$ cat config.mk
export PLATFORM = sky130hd
export DESIGN_NAME = router_sync_n
export DESIGN_NICKNAME = d
export VERILOG_FILES = /design/src/rtl/router_pkg.sv /design/src/rtl/router_sync_timer.sv /design/src/rtl/router_sync_n.sv
export SDC_FILE = /design/constraint.sdc
export NUM_CORES = 1
export LEC_CHECK = 0
export BUFFER_PORTS_ARGS = -buffer_cell sky130_fd_sc_hd__buf_4
export CORE_MARGIN = 2
export CORE_UTILIZATION = 47
export DETAILED_ROUTE_END_ITERATION = 10
export GPL_TIMING_DRIVEN = 0
export PLACE_DENSITY = 0.79
export REMOVE_ABC_BUFFERS = 1
export SYNTH_ARGS = -nofsm -noshare
export SYNTH_HDL_FRONTEND = slang
export SYNTH_SLANG_ARGS = --single-unit
export TNS_END_PERCENT = 30
$ cat constraint.sdc
create_clock -name clk -period 1.5 [get_ports clk]
set_clock_uncertainty 0.1 [all_clocks]
set_input_delay 0 -clock clk [delete_from_list [all_inputs] [get_ports clk]]
set_output_delay 0 -clock clk [all_outputs]
set_load 0.005 [all_outputs]
$ cat src/rtl/router_pkg.sv
// Shared constants for the router synchronizer family.
package router_pkg;
  localparam int ROUTER_NUM_CH_DEF  = 3;
  localparam int ROUTER_TIMEOUT_DEF = 30;
  localparam int DROP_CNT_W         = 8;
endpackage

$ cat src/rtl/router_sync_timer.sv
// Per-channel unread-valid timer with one-cycle soft reset pulse.
// Optional saturating drop counter when ROUTER_SYNC_N_STATS_EN is defined.
module router_sync_timer
  import router_pkg::*;
#(
  parameter  int TIMEOUT = ROUTER_TIMEOUT_DEF,
  localparam int TMR_W   = $clog2(TIMEOUT)
) (
  input  logic                  clk,
  input  logic                  rst,
  input  logic                  vld,
  input  logic                  rd,
  output logic                  soft_reset,
  output logic [DROP_CNT_W-1:0] drop_cnt
);

  logic [TMR_W-1:0] timer_q, timer_d;
  logic             soft_reset_q, soft_reset_d;
  logic             stall;

  assign stall = vld & ~rd;

  // Timer clears on the pulse so a persistent stall pulses every TIMEOUT cycles.
  always_comb begin
    timer_d      = timer_q;
    soft_reset_d = 1'b0;
    if (!stall) begin
      timer_d = '0;
    end else if (timer_q == TMR_W'(TIMEOUT - 1)) begin
      timer_d      = '0;
      soft_reset_d = 1'b1;
    end else begin
      timer_d = timer_q + 1'b1;
    end
  end

  always_ff @(posedge clk or posedge rst) begin
    if (rst) begin
      timer_q      <= '0;
      soft_reset_q <= 1'b0;
    end else begin
      timer_q      <= timer_d;
      soft_reset_q <= soft_reset_d;
    end
  end

  assign soft_reset = soft_reset_q;

`ifdef ROUTER_SYNC_N_STATS_EN
  logic [DROP_CNT_W-1:0] drop_cnt_q, drop_cnt_d;

  // Counted on the same edge that raises the pulse; saturates at all-ones.
  always_comb begin
    drop_cnt_d = drop_cnt_q;
    if (soft_reset_d && (drop_cnt_q != '1))
      drop_cnt_d = drop_cnt_q + 1'b1;
  end

  always_ff @(posedge clk or posedge rst) begin
    if (rst) drop_cnt_q <= '0;
    else     drop_cnt_q <= drop_cnt_d;
  end

  assign drop_cnt = drop_cnt_q;
`else
  assign drop_cnt = '0;
`endif

endmodule

$ cat src/rtl/router_sync_n.sv
// NUM_CH-channel router synchronizer: address capture/decode, valid, timeouts.
// Define ROUTER_SYNC_N_STATS_EN to build the per-channel drop counters.
module router_sync_n
  import router_pkg::*;
#(
  parameter  int NUM_CH  = ROUTER_NUM_CH_DEF,
  parameter  int TIMEOUT = ROUTER_TIMEOUT_DEF,
  localparam int ADDR_W  = $clog2(NUM_CH)
) (
  input  logic                         clk,
  input  logic                         reset,
  input  logic                         detect_add,
  input  logic [ADDR_W-1:0]            data_in,
  input  logic                         write_enb_reg,
  input  logic [NUM_CH-1:0]            read_enb,
  input  logic [NUM_CH-1:0]            empty,
  input  logic [NUM_CH-1:0]            full,
  output logic [NUM_CH-1:0]            vld_out,
  output logic [NUM_CH-1:0]            write_enb,
  output logic                         fifo_full,
  output logic [NUM_CH-1:0]            soft_reset,
  output logic                         addr_err,
  output logic [NUM_CH*DROP_CNT_W-1:0] drop_cnt
);

  logic [ADDR_W-1:0] addr_q, addr_d;
  logic              addr_vld_q, addr_vld_d;
  logic              addr_err_q, addr_err_d;
  logic              in_range;
  logic [ADDR_W-1:0] eff_addr;
  logic              eff_vld;
  logic [NUM_CH-1:0] sel;

  // Widen before comparing: data_in can encode values beyond NUM_CH-1.
  assign in_range = (int'(data_in) < NUM_CH);

  always_comb begin
    addr_d     = addr_q;
    addr_vld_d = addr_vld_q;
    addr_err_d = 1'b0;
    if (detect_add) begin
      if (in_range) begin
        addr_d     = data_in;
        addr_vld_d = 1'b1;
      end else begin
        addr_vld_d = 1'b0;
        addr_err_d = 1'b1;
      end
    end
  end

  always_ff @(posedge clk or posedge reset) begin
    if (reset) begin
      addr_q     <= '0;
      addr_vld_q <= 1'b0;
      addr_err_q <= 1'b0;
    end else begin
      addr_q     <= addr_d;
      addr_vld_q <= addr_vld_d;
      addr_err_q <= addr_err_d;
    end
  end

  // Header cycle bypasses the register so the first write lands immediately.
  assign eff_addr = detect_add ? data_in : addr_q;
  assign eff_vld  = detect_add ? in_range : addr_vld_q;

  assign fifo_full = |(full & sel);
  assign vld_out   = ~empty;
  assign addr_err  = addr_err_q;

  for (genvar gi = 0; gi < NUM_CH; gi++) begin : g_ch
    assign sel[gi]       = eff_vld & (eff_addr == ADDR_W'(gi));
    assign write_enb[gi] = sel[gi] & write_enb_reg;

    router_sync_timer #(
      .TIMEOUT(TIMEOUT)
    ) u_timer (
      .clk        (clk),
      .rst        (reset),
      .vld        (vld_out[gi]),
      .rd         (read_enb[gi]),
      .soft_reset (soft_reset[gi]),
      .drop_cnt   (drop_cnt[gi*DROP_CNT_W +: DROP_CNT_W])
    );
  end

endmodule

---- Yosys cells after proc, flatten, opt, wreduce, memory -nomap -nowiden ----
Index checks and enable logic that the tools add are counted.
storage, ports and cells
  register bits after elaboration ......... 22
  input bits .............................. 15
  output and inout port bits .............. 35
  word-level logic and storage cells ...... 52
operators by class
  add/sub/neg operators ................... 3
  $lt $le $gt $ge ......................... 1
  equal/unequal tests ..................... 5
  mux-type cells .......................... 17
  bitwise logic cells ..................... 14
  reductions and logical operators ........ 3
operator list
  kind                                                                   number
  5-bit two-way mux                                                      6
  5-bit by 1-bit adder with 5-bit output, second input constant          3
  5-bit equality test, second input constant                             3
  1-bit two-way mux                                                      10
  1-bit AND                                                              9
  3-bit AND                                                              1
  1-bit inverter                                                         3
  3-bit inverter                                                         1
  3-bit OR reduction                                                     1
  2-bit by 1-bit equality test with 1-bit output, second input constant  1
  2-bit equality test, second input constant                             1
  2-bit zero test                                                        1
  2-bit less-than comparator, second input constant                      1
  2-bit two-way mux                                                      1
  2-bit AND reduction                                                    1

---- Logic depth before layout (Yosys ltp) ----
Gate-level depths: netlist of the first run.
  word-level depth ........................ 5
  depth in mapped cells ................... 5
  mapped depth without buffers ............ 5

---- Hierarchy ----
A second synthesis of the first run with hierarchy kept.
second synthesis, totals
  cell total of the unflattened synthesis .. 126
  area total of the unflattened synthesis .. 1223.7 um^2
modules (own cells, without submodules)
  module             times used  cells each  area an instance (um^2)
  router_sync_timer  3           32          322.8
  router_sync_n      1           30          255.2

---- Worst setup path before layout of the first run ----
Ideal clock, no wire load.
  path kind ............................... register to register
  from .................................... register g_ch[1].u_timer.timer_q[0]
  to ...................................... register g_ch[1].u_timer.timer_q[4]
  library setup time ...................... 0.121 ns
  data arrival time ....................... 0.879 ns
  path slack .............................. 0.400 ns
  cell stages (with the launch flop) ...... 5
  buffers on the path ..................... 0
  cell sequence ........................... dfrtp_1 ha_1 nand3_1 xor2_1 nor2_1
between the ends
  word-level cells in the longest chain between the ends .. 3
RTL lines
  item                                                                           line                                              RTL
  from (decl)                                                                    router_sync_timer.sv:17                           logic [TMR_W-1:0] timer_q, timer_d;
  from (signal assigned)                                                         router_sync_timer.sv:42                           timer_q <= timer_d;
  5-bit by 1-bit adder with 5-bit output or 5-bit equality test (tied branches)  router_sync_timer.sv:33, router_sync_timer.sv:29
  5-bit two-way mux *                                                            router_sync_timer.sv:29                           end else if (timer_q == TMR_W'(TIMEOUT - 1)) begin
  5-bit two-way mux *                                                            router_sync_timer.sv:27                           if (!stall) begin
  net g_ch[1].u_timer.timer_d[4]                                                 router_sync_timer.sv:17
Mark *: on every way through the listed nets, which the timed path passes. The rest lies on a longest branch.
A chain may end at the register's enable or synchronous reset.

---- Final worst setup path of the first run ----
  from .................................... input data_in[1]
  to ...................................... register addr_q[0]
between the ends
  word-level cells in the longest chain between the ends .. 2
RTL lines
  item                                  line                 RTL
  from (decl)                           router_sync_n.sv:13  input logic [ADDR_W-1:0] data_in,
  2-bit less-than comparator            router_sync_n.sv:35  assign in_range = (int'(data_in) < NUM_CH);
  2-bit AND reduction (no source line)  -
  to (signal assigned)                  router_sync_n.sv:58  addr_q <= addr_d;
  to (decl)                             router_sync_n.sv:26  logic [ADDR_W-1:0] addr_q, addr_d;
No other way between the ends.

==> results of run 1 <==
==> final cells by class <==
cell class,count,area [um^2],share of cell area
Inverter,8,30.03,0.02050
Sequential cell,22,550.5,0.3757
Tap cell,30,37.54,0.02562
Clock buffer,3,22.52,0.01537
Timing Repair Buffer,36,297.8,0.2032
Multi-Input combinational cell,93,526.8,0.3595
==> final timing paths <==
kind                                              end                       start
setup / recovery                            addr_q[0]                  data_in[1]
hold / removal                              addr_q[1]                  detect_add
setup reg to reg                            addr_q[0]                   addr_q[0]
hold reg to reg            g_ch[2].u_timer.timer_q[0]  g_ch[2].u_timer.timer_q[0]
max in group asynchronous  g_ch[0].u_timer.timer_q[3]                       reset
min in group asynchronous  g_ch[1].u_timer.timer_q[3]                       reset
==> worst min-delay path: stages <==
cell,delay [ns]
buf_4,0.14
nor2b_1,0.15
nor2_1,0.09
nor2_1,0.04
==> synth_stat cells <==
library cell,n
buf_4,30
nor2_1,27
dfrtp_1,22
inv_1,8
ha_1,6
nand3_1,6
xor2_1,6
nand2_1,3
nand4_1,3
nor3_1,3
xnor2_1,3
nand3b_1,2
nor2b_1,2
and2_1,1
and3_1,1
buf_6,1
conb_1,1
mux2i_1,1
mux2i_4,1
nor3b_1,1
o21ai_0,1
o21ai_1,1
o2bb2ai_1,1
==> repair_timing <==
action | 4_1_cts | 5_1_grt
gates cloned | 0 | 0
setup buffers | 0 | 0
hold endpoints to repair | 44 | 0
endpoints found under the setup margin | 2 | 4
gates resized for setup | 1 | 2
pin swaps | 0 | 1
hold buffers | 11 | 0
==> kinds of logic after synthesis <==
logic type / share of synthesized area
flops: 0.4404
xor+xnor: 0.06307
buf+inv: 0.2132
compound gates: 0.01501
mux: 0.02603
simple gates: 0.1792
other cells: 0.003000
fa+ha+maj: 0.06006
==> per-layer routing <==
metal  GRT usage  vias to the layer above
li1            -                      424
met1      0.1594                      391
met2      0.2228                       37
met3     0.05349                        0
met4     0.02091                        0
met5           0                        -
==> through the flow <==
| stage | area [um^2] | total power [uW] | setup TNS, ns | std cells |
|---|---|---|---|---|
| finish | 1465 | 1047 | 0 | 192 |
| global route | 1465 | 1116 | -0.006216 | 192 |
| CTS | 1458 | 1063 | 0 | 192 |
| detailed placement | 1325 | 782.7 | 0 | 178 |
| global placement | 1325 | 776.4 | 0 | 178 |
| floorplan | 1100 | 711.4 | 0 | 123 |
==> state kept, by name, indices dropped and copies added, names as in the netlist <==
name / flops
addr_q: 2
addr_err: 1
g_ch.u_timer.soft_reset: 3
addr_vld_q: 1
g_ch.u_timer.timer_q: 15
==> report_power, final <==
part           switching [uW]  internal (uW)
clock network             154           93.5
registers                15.5            610
logic                    82.7           91.3
==> metrics.yaml, run 1 <==
outcome: "finished, final reports clean"
core_area_um2: 2500
vias: 852
crit_family: "buffers and inverters"
cts.path.max_buffers: 2
hold_slack_ns: 0.05733
finish.utilization: 0.5861
crit_slowest_cell: "dlygate4sd3_1"
ys_ff_latch: 22
final_common_cell: "nor2_1"
antenna_found_initial: 0
final_nets: 185
ys_top_cells_by_area: "dfrtp_1, buf_4, nor2_1, ha_1, xor2_1"
h-tree-depth: 1
dr.max_layer_used: "met3"
drive_gt1_frac: 0.1914
path_buf_inv: 3
avgSynthCellArea_um2: 9.542
synth_largest_area_cell: "dfrtp_1"
firstDrtPassIters: 4
via_per_inst: 4.438
required_ns: 1.64
met3_length_um: 155
synthCells: 131
clkTransAtPathRegs_ns: 0.10
grt_pass1_wl_um: 3263
crit_cells: 6
period_needed_ns: 1.424
path_max_fanout: 4
synth_cell_type_count: 23
fp.dieH_um: 55.57
drc_errors: 0
wl_met2_um: 977
start_kind: "input port"
slew_viol_final: 0
final_hold_viol_count: 0
p_leak_uw: 0.0007536
reg2reg_slack_ns: 0.15
worst_slew_margin_rel: 0.4803
setup_viol: 0
yosysTopAreaCellShare: 0.4404
area_growth_pct: 17.22
yosysSeqAreaShare: 0.4404
mostFrequentLayoutCells: "nor2_1, buf_4, conb_1, dfrtp_1, dlygate4sd3_1"
clkLatencyLatePin_ns: 0.30
pre_cts_slack_ns: 0.3313
n_antenna_cell: 0
portBuffers: 25
rsz0062_at_grt: "true"
nFillCells: 225
grt_pass1_vias: 783
tightestPinTransition_ns: 0.7787
period_share: 0.9497
hold_depth: 4
wirelength_um: 1923
grt-ovfl-total: 0
grt_use_total: 0.1313
ir_worst_vdd_v: 0.0006909
start_util: 0.5000
crit_type: "input port to flip-flop"
cts.sinks: 22
syn_area_um2: 1250
dieArea_um2: 3088
antenna_left: 0
p_per_area_nw_per_um2: 714.4
drt-met1-wl_um: 790
row_count: 18
fin_ws_ns: 0.07552
gp_congestion: 0.8166
initialDrtViolationCount: 10
max_cap_viol_count: 0
tritoncts: "built"
die_x_um: 55.57
worstSetupEndpointType: "flip-flop"
yosys_warnings: 0
cts_buffers: 3
hold_path.class: "input port to flip-flop"
worstPathArrival_ns: 1.56
cts_root_buf: "clkbuf_4"
grt_max_degree: 23
ioPinCount: 50
r2r_cells: 3
max_freq_mhz: 702.0
hpwl_um: 1385
crit_chain: "dlygate4sd3_1, buf_4, nor2b_2, nor2_1, nor2_1, dlygate4sd3_1"
crit_path_max_incr_delay_ns: 0.55
wl_per_cell_um: 10.02
No activity file was read; power rests on OpenSTA's default activity.
==> inputs of run 2 (changes only) <==
REMOVE_ABC_BUFFERS = unset   (was 1)
==> run 2 against run 1 <==
Against the previous run: final cell count increased by 17%; hold slack improved by 0.13 ns; maximum frequency decreased by 2.0%; first-iteration DRC count unchanged; via count increased by 8.3%; core utilization increased by 10 points; sequential power about the same; clock power increased by 29%; clock-buffer cell count increased by 1; sequential share of layout area decreased by 5.6 points; register-to-register slack improved by 0.02 ns; largest cell class unchanged; largest power group unchanged.
==> metrics.yaml, run 2 (synthesized netlist as in run 1, its figures left out) <==
outcome: "finished, final reports clean"
hpwl_um: 1573  # +14%
path_max_fanout: 3  # -1
hold_start: "full[2]"
slew_viol_final: 0  # unchanged
cts_buffers: 3  # unchanged
cts_root_buf: "clkbuf_4"
drc_errors: 0  # unchanged
vias: 923  # +8.3%
fp.dieH_um: 55.57  # unchanged
clkTransAtPathRegs_ns: 0.12  # +0.02 ns
min_to: "fifo_full"
r2r_cells: 3  # unchanged
grt_max_degree: 23  # unchanged
top_register: "g_ch.u_timer.timer_q"
antenna_found_initial: 0  # unchanged
firstDrtPassIters: 4  # unchanged
dpl-instance-area_um2: 1554  # +17%
final_hold_viol_count: 0  # unchanged
die_x_um: 55.57  # unchanged
largest_reg_flops: 15  # unchanged
period_needed_ns: 1.454  # +0.02977 ns
h-tree-depth: 1  # unchanged
grt_use_total: 0.1402  # +0.008885
core_area_um2: 2500  # unchanged
max_freq_mhz: 687.6  # -2.0%
postCtsSetupRepairBufs: 0  # unchanged
total_power_uw: 1176  # +12%
mostFrequentLayoutCells: "buf_4, nor2_1, conb_1, dfrtp_1, dlygate4sd3_1"
hold_path.class: "input port to output pin"
grt_pass1_wl_um: 3484  # +6.8%
grt_pass1_vias: 873  # +11%
nFillCells: 200  # -11%
ioPinCount: 50  # unchanged
p_per_area_nw_per_um2: 683.1  # -4.4%
hold_depth: 3  # -1
ir_worst_vdd_v: 0.0006510  # -5.8%
n_antenna_cell: 0  # unchanged
p_leak_uw: 0.0009298  # +23%
wl_per_cell_um: 9.232  # -7.8%
start_util: 0.5000  # unchanged
antenna_left: 0  # unchanged
clkLatencyLatePin_ns: 0.30  # about the same
cts.sinks: 22  # unchanged
final_nets: 216  # +17%
grt-ovfl-total: 0  # unchanged
portBuffers: 24  # -4.0%
final_common_cell: "buf_4"
gp_congestion: 0.7704  # -5.7%
period_share: 0.9695  # +0.01985
initialDrtViolationCount: 10  # unchanged
crit_type: "flip-flop to output pin"
dieArea_um2: 3088  # unchanged
worst_slew_margin_rel: 0.4653  # -0.01497
tightestPinTransition_ns: 0.8011  # +0.02243 ns
rr_startpoint: "addr_vld_q"
hold_slack_ns: 0.1831  # +0.1258 ns
tritoncts: "built"
row_count: 18  # unchanged
cts.path.max_buffers: 2  # unchanged
max_cap_viol_count: 0  # unchanged
drive_gt1_frac: 0.3247  # +0.1334
setup_viol: 0  # unchanged
r2r-end: "addr_vld_q"
reg2reg_slack_ns: 0.17  # +0.02 ns
start_kind: "flip-flop"
area_growth_pct: 37.74
via_per_inst: 4.121  # -7.1%
worstSetupEndpointType: "output pin"
required_ns: 1.40  # -0.24 ns
rsz0062_at_grt: "true"
design_area_um2: 1722  # +18%
wirelength_um: 2068  # +7.5%
worstPathArrival_ns: 1.35  # -0.21 ns
[run 2: changes by cell type in the layout (fill, tap and decap cells not counted)]
cell           change
o21ai_1            -1
clkbuf_8           +1
dlygate4sd3_1      +1
o21ai_2            +1
buf_6              +1
buf_4             +29
[run 2: what timing repair did]
item                                    in CTS  in global routing
endpoints found under the hold margin       44                  0
cloned                                       0                  0
resized for setup                            1                  3
endpoints found under the setup margin       2                  4
pin swaps                                    0                  1
hold buffers                                12                  0
[run 2: final cells by class]
class                      count  area (um^2)  share of cell area
sequential                    22        550.5              0.3198
multi-input combinational     93        530.5              0.3081
timing repair buffer          36        300.3              0.1744
buffer                        31        236.5              0.1374
tap                           30        37.54             0.02180
clock buffer                   4        36.28             0.02108
inverter                       8        30.03             0.01744
[run 2: per-stage QoR]
step	instances	setup WS, ns	setup TNS (ns)	utilization
3_3_place_gp	208	0.3627	0	0.6216
2_1_floorplan	154	0.3997	0	-
3_5_place_dp	208	0.3242	0	0.6216
5_1_grt	224	-0.02852	-0.05479	0.6887
6_report	224	0.04575	0	0.6887
4_1_cts	224	0.03816	0	0.6842
[run 2: how the worst max path moves through the flow]
| stage | slack (ns) | startpoint | end | depth (start not counted) |
|---|---|---|---|---|
| floorplan | 0.40 | g_ch[1].u_timer.timer_q[0] | g_ch[1].u_timer.timer_q[4] | 4 |
| global placement | 0.36 | addr_q[0] | fifo_full | 4 |
| detailed placement | 0.32 | addr_q[0] | fifo_full | 4 |
| CTS | 0.04 | addr_q[0] | fifo_full | 4 |
| global route | -0.03 | addr_q[0] | fifo_full | 4 |
| finish | 0.05 | addr_q[0] | fifo_full | 4 |
[run 2: critical path, cell delays in order, from the launching register on]
cell and delay, ns:
dfrtp_1 0.45, nand3b_1 0.20, o21ai_2 0.15, o2bb2ai_1 0.13
buf_4 0.12
[run 2: power breakdown]
group / internal (uW) / switching, uW / total, uW
Sequential: 610 / 17.3 / 627
Combinational: 137 / 93.6 / 230
Clock: 148 / 171 / 319
Total: 895 / 281 / 1180
[run 2: metal layers]
| layer | global-route usage | vias to the layer above | routed length, um |
|---|---|---|---|
| li1 | - | 486 | - |
| met1 | 0.1519 | 407 | 836 |
| met2 | 0.2602 | 28 | 1090 |
| met3 | 0.04884 | 2 | 124 |
| met4 | 0.03136 | 0 | 15 |
| met5 | 0 | - | 0 |
